$ cat src/rtl/robs_control.sv
// robs_control: control unit for the signed Robertson's multiplier.
// Walks a Moore FSM that drives the 15-bit control word of robs_datapath.
// Each of the WIDTH iterations tests the current multiplier bit. A set bit
// runs an add (or a subtract on the last iteration), then the iteration
// shifts R right arithmetically. The product is captured into A:X at the end.
module robs_control #(
  parameter int WIDTH = 8
) (
  input  logic        clk,
  input  logic        reset,   // asynchronous, active-low
  input  logic        start,
  input  logic        zr,
  input  logic        zq,
  output logic [14:0] c,
  output logic        busy,
  output logic        done,
  output logic        err
);

  localparam int CW = $clog2(WIDTH) + 1;
  localparam logic [CW-1:0] CNT_FULL = CW'(WIDTH);
  localparam logic [CW-1:0] CNT_LAST = CW'(WIDTH - 1);

  // Control word bit positions
  localparam int C_LD_Y    = 0;
  localparam int C_PRE_CNT = 1;
  localparam int C_CLR_A   = 2;
  localparam int C_LD_X    = 3;
  localparam int C_RH_LO   = 4;   // RH mux [5:4]: 00 A, 01 shifter high, 10 ALU
  localparam int C_RH_HI   = 5;
  localparam int C_RL_SEL  = 6;
  localparam int C_X_SEL   = 7;
  localparam int C_LD_RH   = 8;
  localparam int C_LD_RL   = 9;
  localparam int C_ALU_ADD = 10;
  localparam int C_SH_EN   = 11;
  localparam int C_SH_LD   = 12;
  localparam int C_CNT_DEC = 13;
  localparam int C_LD_A    = 14;

  typedef enum logic [3:0] {
    S_IDLE,
    S_LOAD,
    S_INIT,
    S_TEST,
    S_ALU1,
    S_ALU2,
    S_SHIFT,
    S_SHIFT_WB,
    S_CHECK,
    S_STORE,
    S_DONE
  } state_e;

  state_e        state_q, state_d;
  logic [CW-1:0] cnt_q, cnt_d;
  logic          err_q, err_d;
  logic          last_iter;

  // The subtract happens on the final iteration. That iteration carries the
  // negative two's-complement weight of multiplier bit WIDTH-1.
  assign last_iter = (cnt_q == CNT_LAST);

  // State, iteration count and sticky error registers
  always_ff @(posedge clk or negedge reset) begin
    if (!reset) begin
      state_q <= S_IDLE;
      cnt_q   <= '0;
      err_q   <= 1'b0;
    end else begin
      // NOTE: non-blocking assignments let every register see the pre-edge
      // values of the others, so their order here does not matter.
      state_q <= state_d;
      cnt_q   <= cnt_d;
      err_q   <= err_q | err_d;
    end
  end

  // Next-state logic and the Moore decode of the control word
  always_comb begin
    // NOTE: every output and next-state signal gets a default before the
    // case statement, so no path can leave a signal unassigned and infer a latch.
    state_d = state_q;
    cnt_d   = cnt_q;
    err_d   = 1'b0;
    c       = '0;
    busy    = 1'b0;
    done    = 1'b0;

    unique case (state_q)
      S_IDLE: begin
        if (start) state_d = S_LOAD;
      end
      S_LOAD: begin
        busy           = 1'b1;
        c[C_LD_Y]      = 1'b1;
        c[C_PRE_CNT]   = 1'b1;
        c[C_CLR_A]     = 1'b1;
        c[C_LD_X]      = 1'b1;   // X mux left at 0: take the multiplier
        cnt_d          = '0;
        state_d        = S_INIT;
      end
      S_INIT: begin
        busy           = 1'b1;   // RH <- A (cleared), RL <- X
        c[C_LD_RH]     = 1'b1;
        c[C_LD_RL]     = 1'b1;
        state_d        = S_TEST;
      end
      S_TEST: begin
        busy           = 1'b1;
        state_d        = zr ? S_SHIFT : S_ALU1;
      end
      S_ALU1: begin
        busy           = 1'b1;
        c[C_ALU_ADD]   = ~last_iter;
        state_d        = S_ALU2;
      end
      S_ALU2: begin
        // The count is unchanged since ALU1, so the add/subtract select holds.
        busy           = 1'b1;
        c[C_ALU_ADD]   = ~last_iter;
        c[C_RH_HI]     = 1'b1;
        c[C_LD_RH]     = 1'b1;
        state_d        = S_SHIFT;
      end
      S_SHIFT: begin
        busy           = 1'b1;
        c[C_SH_EN]     = 1'b1;
        c[C_SH_LD]     = 1'b1;
        state_d        = S_SHIFT_WB;
      end
      S_SHIFT_WB: begin
        busy           = 1'b1;
        c[C_RH_LO]     = 1'b1;
        c[C_RL_SEL]    = 1'b1;
        c[C_LD_RH]     = 1'b1;
        c[C_LD_RL]     = 1'b1;
        c[C_CNT_DEC]   = 1'b1;
        cnt_d          = cnt_q + CW'(1);
        state_d        = S_CHECK;
      end
      S_CHECK: begin
        // Trust the datapath flag for sequencing. Flag any disagreement with
        // the internal iteration count.
        busy           = 1'b1;
        err_d          = (zq != (cnt_q == CNT_FULL));
        state_d        = zq ? S_STORE : S_TEST;
      end
      S_STORE: begin
        busy           = 1'b1;
        c[C_LD_A]      = 1'b1;
        c[C_LD_X]      = 1'b1;
        c[C_X_SEL]     = 1'b1;
        state_d        = S_DONE;
      end
      S_DONE: begin
        done           = 1'b1;
        state_d        = S_IDLE;
      end
      default: state_d = S_IDLE;
    endcase
  end

  assign err = err_q;

endmodule
$ cat config.mk
export PLATFORM = sky130hd
export DESIGN_NAME = robs_control
export DESIGN_NICKNAME = d
export VERILOG_FILES = /design/src/rtl/robs_control.sv
export SDC_FILE = /design/constraint.sdc
export NUM_CORES = 1
export LEC_CHECK = 0
export ABC_CLOCK_PERIOD_IN_PS = 1600
export CAP_MARGIN = 20
export CELL_PAD_IN_SITES_DETAIL_PLACEMENT = 1
export CELL_PAD_IN_SITES_GLOBAL_PLACEMENT = 2
export CORE_MARGIN = 5
export CORE_UTILIZATION = 24
export DETAILED_ROUTE_END_ITERATION = 8
export PLACE_DENSITY = 0.88
export SLEW_MARGIN = 15
export SYNTH_ARGS = -nofsm -noshare
export SYNTH_HDL_FRONTEND = slang
export SYNTH_SLANG_ARGS = --single-unit
$ cat constraint.sdc
create_clock -name clk -period 1.6 [get_ports clk]
set_input_delay 0.32 -clock clk [delete_from_list [all_inputs] [get_ports clk]]
set_output_delay 0.32 -clock clk [all_outputs]
set_load 0.05 [all_outputs]
==> results.yml, run 1 <==
setup_path:
  cp_slowest_stage_delay_ns: 0.50
  start_kind: "flop"
  r2r_slack_ns: -0.08
  critPathSlowestCell: "dfrtp_2"
  cp-end-kind: "output port"
  cp_top_family: "flip-flops"
  cp_cell_sequence: "buf_4 -> nor3b_4 -> o21bai_4 -> buf_12"
  worst-path-buf-inv: 2
  path_class: "flop to output port"
  required_ns: 1.28
  crit_path_max_fanout: 9
  crit_arrival_ns: 1.47
cells_and_area:
  synthToLayoutAreaGrowth_pct: 117
  drive_gt1_share_pct: 65.8
  final_core_util_pct: 55.7
  finalInstanceArea_um2: 1410
  num-fill-cells: 269
  nets: 122
  regArea_um2: 230
  antenna_cells: 0
  multi_input_area_um2: 508
sta:
  max_freq_mhz: 557
  setup_slack_ns: -0.195
  hold_viol_final: 0
  maxSlewHeadroom_pct: 69.7
  worst_pin_slew_ns: 0.450
  drv_slew: 0
  skew_ns: 0.00936
  rsz0062_at_grt: "yes"
  min_period_over_period_pct: 112
  finalCriticalPeriod_ns: 1.79
  setup_viol: 18
  finalSetupTns_ns: -2.04
placed_design:
  routabilityCongestion: 0.756
  dp_slack_ns: 0.00672
  dpl.hpwl_um: 1540
  placed_area_um2: 1200
  io_buffers: 22
drt:
  drtIter0Drc: 8
  drc: 0
  vias: 696
  wl_per_cell_um: 16.4
  routed_via_density: 4.83
  antenna_left: 0
  drt_pass1_iterations: 4
  drt_wl_total_um: 2360
die:
  die_w_um: 61.9
  ios: 23
  placementRows: 18
  start_util_pct: 25.6
  die_area_um2: 3830
  core_area_um2: 2520
  die_y_um: 61.9
flow_run:
  max-cap-violations: 0
global_routing:
  grt_max_degree: 12
  antenna_found_initial: 0
  grt_pass1_vias: 767
  grt_overflow: 0
  track_usage_pct: 13.6
  grt_pass1_wl_um: 3800
clock_tree:
  cts_sinks: 9
  cts_buffer_depth: 2
  cts_buffers: 3
  cts_htree_levels: 1
  cts-root-buf: "clkbuf_4"
  clk_pin_slew_ns: 0.07
  cts_tree: "done"
  clk-insertion-delay-late_ns: 0.27
synth:
  seq_area_frac_synth_pct: 34.8
  synth_edf_count: 0
  synthCells: 75
  synth_ff_type: "dfrtp_1"
  postSynthAreaPerCell_um2: 8.62
  async_flop_share_pct: 100
  yosysTopAreaCell: "dfrtp_1"
  yosysMostFrequentCell: "dfrtp_1"
  yosysWarnings: 0
  yosysUniqueCellTypes: 34
  ys_top_cells_by_count: "dfrtp_1, buf_4, nor2_1"
  syn-cell-area_um2: 647
  yosysTopAreaCellShare_pct: 34.8
  yosys-top-cells-area: "dfrtp_1, buf_4, nor3b_1"
  syn_nets: 82
  synth_seq_cells: 9
status:
  status: "complete, but fails checks"
  violations: "setup timing"
min_path:
  hp-class: "input pin to asynchronous set/reset pin"
-- area by class of cell --
class	instances	area share (%)
Clock buffer	4	1.87
Inverter	4	1.07
Tap cell	30	2.67
Multi-Input combinational cell	51	36.2
Timing Repair Buffer	46	41.9
Sequential cell	9	16.4
-- worst paths after layout --
kind                            start    endpoint  cells after the start
setup / recovery           state_q[3]        c[8]                      4
hold / removal                  reset         err                      1
min in group clk                  err         err                      1
max in group asynchronous       reset  state_q[1]                      1
hold reg to reg                   err         err                      1
setup reg to reg           state_q[2]    cnt_q[3]                      6
-- cell usage in the layout, fill, tap and decap left out, drive strengths merged, types with 2 or more instances in the layout --
| cell | count |
|---|---|
| ha | 2 |
| o31ai | 2 |
| nor4 | 2 |
| inv | 4 |
| dfrtp | 9 |
| clkbuf | 4 |
| clkdlybuf4s50 | 4 |
| nor2b | 3 |
| buf | 42 |
| o21ai | 4 |
| nor2 | 6 |
| a21o | 2 |
| nand2 | 5 |
| a21oi | 2 |
| nand2b | 2 |
| nor3b | 4 |
| xor2 | 2 |
-- timing repair --
item | CTS | global route
pin swaps | 2 | 4
hold buffers | 0 | 0
gates resized for setup | 15 | 12
setup endpoints to repair | 17 | 20
setup buffers | 6 | 5
-- cell families after synthesis --
family	synth area share, %
AOI/OAI and AO/OA	16.6
adders and majority gates	3.87
xor gates and xnor gates	4.06
buffers and inverters	13.7
DFF	34.8
and+or+nand+nor	26.9
-- layer usage --
| metal | GRT usage (%) | share of wire [%] | vias up |
|---|---|---|---|
| li1 | - | - | 337 |
| met2 | 20.9 | 52 | 16 |
| met1 | 18.9 | 44 | 339 |
| met3 | 1.86 | 3.2 | 4 |
| met4 | 6.06 | 1.1 | 0 |
| met5 | 0 | 0 | - |
-- metrics by stage --
step	hold WS (ns)	std cells
6_report	0.353	144
5_1_grt	0.376	144
4_1_cts	0.374	139
3_5_place_dp	0.455	129
3_3_place_gp	0.463	129
2_1_floorplan	0.0244	75
-- worst reg2reg max path: cells and delay by family, from the launching register on --
kind	cells	cell delay [ns]
and+or+nand+nor	2	0.47
AOI/OAI and AO/OA	1	0.18
buffers and inverters	3	0.48
DFF	1	0.48
-- state kept, by name (all words and copies together), names as in the netlist --
| name | cells |
|---|---|
| cnt_q | 4 |
| err | 1 |
| state_q | 4 |
Power of run 1 is left out: the tool's default activity adds up to more than one toggle a clock period on the data nets, which glitch-free logic cannot reach.
==> run 2, diff against run 1 <==
--- a/config.mk
+++ b/config.mk
@@ -10,9 +10,10 @@
 export CELL_PAD_IN_SITES_DETAIL_PLACEMENT = 1
 export CELL_PAD_IN_SITES_GLOBAL_PLACEMENT = 2
 export CORE_MARGIN = 5
-export CORE_UTILIZATION = 24
+export CORE_UTILIZATION = 26
+export CTS_BUF_LIST = sky130_fd_sc_hd__clkbuf_4
 export DETAILED_ROUTE_END_ITERATION = 8
-export PLACE_DENSITY = 0.88
+export PLACE_DENSITY = 0.93
 export SLEW_MARGIN = 15
 export SYNTH_ARGS = -nofsm -noshare
 export SYNTH_HDL_FRONTEND = slang
==> run 2 against run 1 <==
Effect of this change:
- the flow still finishes with violations (setup timing)
- hold slack gained 0.0070 ns
- count of clock-buffer cells in the layout unchanged
- via count is 6.8% higher
- non-clock buffer count unchanged
- final cell count did not move
- clock skew decreased by 0.0064 ns
- register-to-register slack hardly changed
- maximum frequency increased by 1.1%
- first-iteration DRC count down 63%
- design area rose by 1.9%
- critical endpoint unchanged
==> results.yml, run 2 (same netlist as run 1, synthesis figures left out) <==
status:
  status: "complete, but fails checks"
  violations: "setup timing"
setup_path:
  cp-end-kind: "output port"
  r2r_cells: 7
  timing.rr.start: "state_q[3]"
  required_ns: 1.28
  start_kind: "flop"
  crit_path_max_fanout: 7
  crit_arrival_ns: 1.46
  r2r_slack_ns: -0.08
  path_class: "flop to output port"
  r2r_end: "state_q[3]"
flow_run:
  max-cap-violations: 0
placed_design:
  placed_area_um2: 1190
  routabilityCongestion: 0.750
  dpl.hpwl_um: 1560
  io_buffers: 22
sta:
  hold_viol_final: 0
  drv_slew: 0
  setup_slack_ns: -0.175
  max_freq_mhz: 563
  setup_viol: 18
  min_period_over_period_pct: 111
  rsz0062_at_grt: "yes"
  worst_pin_slew_ns: 0.453
  maxSlewHeadroom_pct: 69.7
  finalCriticalPeriod_ns: 1.78
  skew_ns: 0.00293
global_routing:
  grt_overflow: 0
  grt_pass1_vias: 846
  grt_max_degree: 11
  grt_pass1_wl_um: 4220
  track_usage_pct: 16.4
  antenna_found_initial: 0
cells_and_area:
  antenna_cells: 0
  final_core_util_pct: 58.8
  num-fill-cells: 264
  layout_common_cells: "buf_12, buf_4, dfrtp_1, buf_6"
  finalInstanceArea_um2: 1430
  drive_gt1_share_pct: 64.9
  nets: 122
  final_common_cell: "buf_12"
  synthToLayoutAreaGrowth_pct: 121
min_path:
  hp-class: "input pin to asynchronous set/reset pin"
drt:
  vias: 743
  drt_pass1_iterations: 2
  drc: 0
  wl_per_cell_um: 18.3
  routed_via_density: 5.16
  drtIter0Drc: 3
  antenna_left: 0
  drt_wl_total_um: 2630
clock_tree:
  cts-hold-fix-buffers: 0
  clk-insertion-delay-late_ns: 0.27
  cts_sinks: 9
  clk_pin_slew_ns: 0.07
  cts_htree_levels: 1
  cts_buffers: 3
  cts-root-buf: "clkbuf_4"
  cts_tree: "done"
  cts_buffer_depth: 2
die:
  die_y_um: 59.9
  ios: 23
  placementRows: 18
  start_util_pct: 26.6
  core_area_um2: 2430
  die_w_um: 59.9
  die_area_um2: 3590
[run 2: cell counts in the layout (fill, tap and decap cells not counted)]
No cell type changed its count.
[run 2: metal layers]
metal | global-route usage [%] | share of wire [%]
met5 | 0 | 0
met4 | 9.81 | 3.3
met3 | 1.51 | 2.5
met2 | 29.3 | 54
met1 | 18.7 | 40
[run 2: how the worst max path moves through the flow]
stage | startpoint | endpoint | slack [ns] | cells after the start
CTS | state_q[2] | c[0] | -0.16 | 4
detailed placement | state_q[2] | c[0] | 0.01 | 4
global route | state_q[0] | c[8] | -0.22 | 4
global placement | state_q[2] | c[0] | 0.07 | 4
finish | state_q[2] | c[8] | -0.18 | 4
floorplan | state_q[2] | c[8] | -0.29 | 4
[run 2: cell type report]
cell class              instances  area (µm²)  area share [%]
multi-input cells              51         492            34.4
repair buffers                 46         628            43.9
inverters                       4        15.0            1.05
clock buffers                   4        30.0            2.10
well taps                      30        37.5            2.62
flip-flops and latches          9         229            16.0
[run 2: what timing repair did]
action	in CTS	in global routing
setup endpoints to repair	17	23
pin swaps	6	2
buffers inserted	12	1
gates resized for setup	19	10
cloned	0	0
[run 2: metrics by stage]
stage	cells	hold WS, ns	worst slack, ns	TNS [ns]
5_1_grt	144	0.383	-0.222	-3.23
3_5_place_dp	127	0.511	0.00983	0
2_1_floorplan	75	0.0244	-0.293	-1.07
3_3_place_gp	127	0.500	0.0660	0
6_report	144	0.360	-0.175	-2.23
4_1_cts	143	0.359	-0.163	-2.05
[run 2: critical path, stage by stage, from the launching register on]
cell and delay (ns):
dfrtp_2 0.49, xor2_2 0.19, nor3b_4 0.20, o21bai_4 0.16
buf_12 0.15
Power of run 2 is left out for the same reason.
==> run 3, diff against run 2 <==
--- a/config.mk
+++ b/config.mk
@@ -14,6 +14,7 @@
 export CTS_BUF_LIST = sky130_fd_sc_hd__clkbuf_4
 export DETAILED_ROUTE_END_ITERATION = 8
 export PLACE_DENSITY = 0.93
+export SKIP_LAST_GASP = 1
 export SLEW_MARGIN = 15
 export SYNTH_ARGS = -nofsm -noshare
 export SYNTH_HDL_FRONTEND = slang
==> run 3 against run 2 <==
Effect of this change:
- the run still ends with setup timing left
- die area unchanged
- clock skew unchanged
- hold slack barely moved
- critical path type unchanged
==> results.yml, run 3 (same netlist as run 1, synthesis figures left out) <==
status:
  status: "complete, but fails checks"
  violations: "setup timing"
placed_design:
  dpl.hpwl_um: 1560
  io_buffers: 22
  placed_area_um2: 1190
  routabilityCongestion: 0.750
cells_and_area:
  final_common_cell: "buf_12"
  multi_input_area_um2: 487
  regArea_um2: 229
  drive_gt1_share_pct: 64.0
  antenna_cells: 0
  nets: 122
  finalInstanceArea_um2: 1430
  num-fill-cells: 265
  synthToLayoutAreaGrowth_pct: 121
  layout_common_cells: "buf_12, buf_4, dfrtp_1, buf_6"
drt:
  vias: 741
  routed_via_density: 5.15
  wl_per_cell_um: 18.3
  drt_wl_total_um: 2630
  antenna_left: 0
  drt_pass1_iterations: 2
  drc: 0
  drtIter0Drc: 3
global_routing:
  grt_pass1_wl_um: 4220
  grt_overflow: 0
  grt_pass1_vias: 846
  track_usage_pct: 16.4
  antenna_found_initial: 0
  grt_max_degree: 11
sta:
  max_freq_mhz: 563
  skew_ns: 0.00293
  setup_slack_ns: -0.175
  hold_viol_final: 0
  drv_slew: 0
  setup_viol: 18
  maxSlewHeadroom_pct: 69.7
  rsz0062_at_grt: "yes"
  min_period_over_period_pct: 111
  finalCriticalPeriod_ns: 1.78
  worst_pin_slew_ns: 0.453
setup_path:
  cp_slowest_stage_delay_ns: 0.49
  path_class: "flop to output port"
  critPathSlowestCell: "dfrtp_2"
  start_kind: "flop"
  worst-path-buf-inv: 1
  cp_cell_sequence: "xor2_2 -> nor3b_4 -> o21bai_4 -> buf_12"
  crit_arrival_ns: 1.46
  crit_path_max_fanout: 7
  cp-end-kind: "output port"
  required_ns: 1.28
  cp_top_family: "flip-flops"
flow_run:
  max-cap-violations: 0
die:
  die_y_um: 59.9
  die_w_um: 59.9
  core_area_um2: 2430
  start_util_pct: 26.6
  ios: 23
  placementRows: 18
  die_area_um2: 3590
clock_tree:
  cts-root-buf: "clkbuf_4"
  cts_htree_levels: 1
  cts_buffer_depth: 2
  cts_sinks: 9
  cts_tree: "done"
  cts-hold-fix-buffers: 0
  cts_buffers: 3
  clk-insertion-delay-late_ns: 0.27
  clk_pin_slew_ns: 0.07
min_path:
  hp-class: "input pin to asynchronous set/reset pin"
==> run 3: per-stage QoR <==
| stage | setup WS [ns] | setup TNS, ns | hold WS (ns) | util [%] | std cells |
|---|---|---|---|---|---|
| detailed placement | 0.00983 | 0 | 0.511 | 49.1 | 127 |
| floorplan | -0.293 | -1.07 | 0.0244 | - | 75 |
| CTS | -0.163 | -2.05 | 0.359 | 57.1 | 143 |
| finish | -0.175 | -2.22 | 0.360 | 58.6 | 144 |
| global placement | 0.0660 | 0 | 0.500 | 49.1 | 127 |
| global route | -0.222 | -3.26 | 0.383 | 58.6 | 144 |
==> run 3: worst paths after layout <==
check / start / endpoint / slack, ns / cells past startpoint
max: state_q[2] / c[8] / -0.18 / 4
min: reset / err / 0.36 / 1
max reg2reg: state_q[3] / state_q[3] / -0.07 / 7
min reg2reg: err / err / 0.52 / 1
max in group asynchronous: reset / state_q[0] / 0.90 / 1
min in group clk: err / err / 0.52 / 1
==> run 3: what timing repair did <==
action,CTS,global route
setup buffers,12,1
gates resized for setup,19,8
endpoints found under the setup margin,17,23
endpoints found under the hold margin,0,0
pin swaps,6,1
==> run 3: layer usage <==
metal / GRT usage [%] / part of all wire, %
met1: 18.7 / 39
met5: 0 / 0
met3: 1.51 / 2.5
met2: 29.3 / 55
met4: 9.81 / 3.3
==> run 3: cell type report <==
class                   instances  area share (%)
flip-flops and latches          9            16.1
well taps                      30            2.63
clock buffers                   4            2.11
multi-input cells              51            34.1
inverters                       4            1.05
repair buffers                 46            44.0
==> run 3: worst register-to-register path: stages, from the launching register on <==
cell     delay, ns
dfrtp_2       0.50
buf_6         0.17
buf_4         0.13
buf_4         0.13
buf_4         0.14
nor3b_2       0.16
a21o_1        0.16
a22o_1        0.18
Power of run 3 is left out for the same reason.
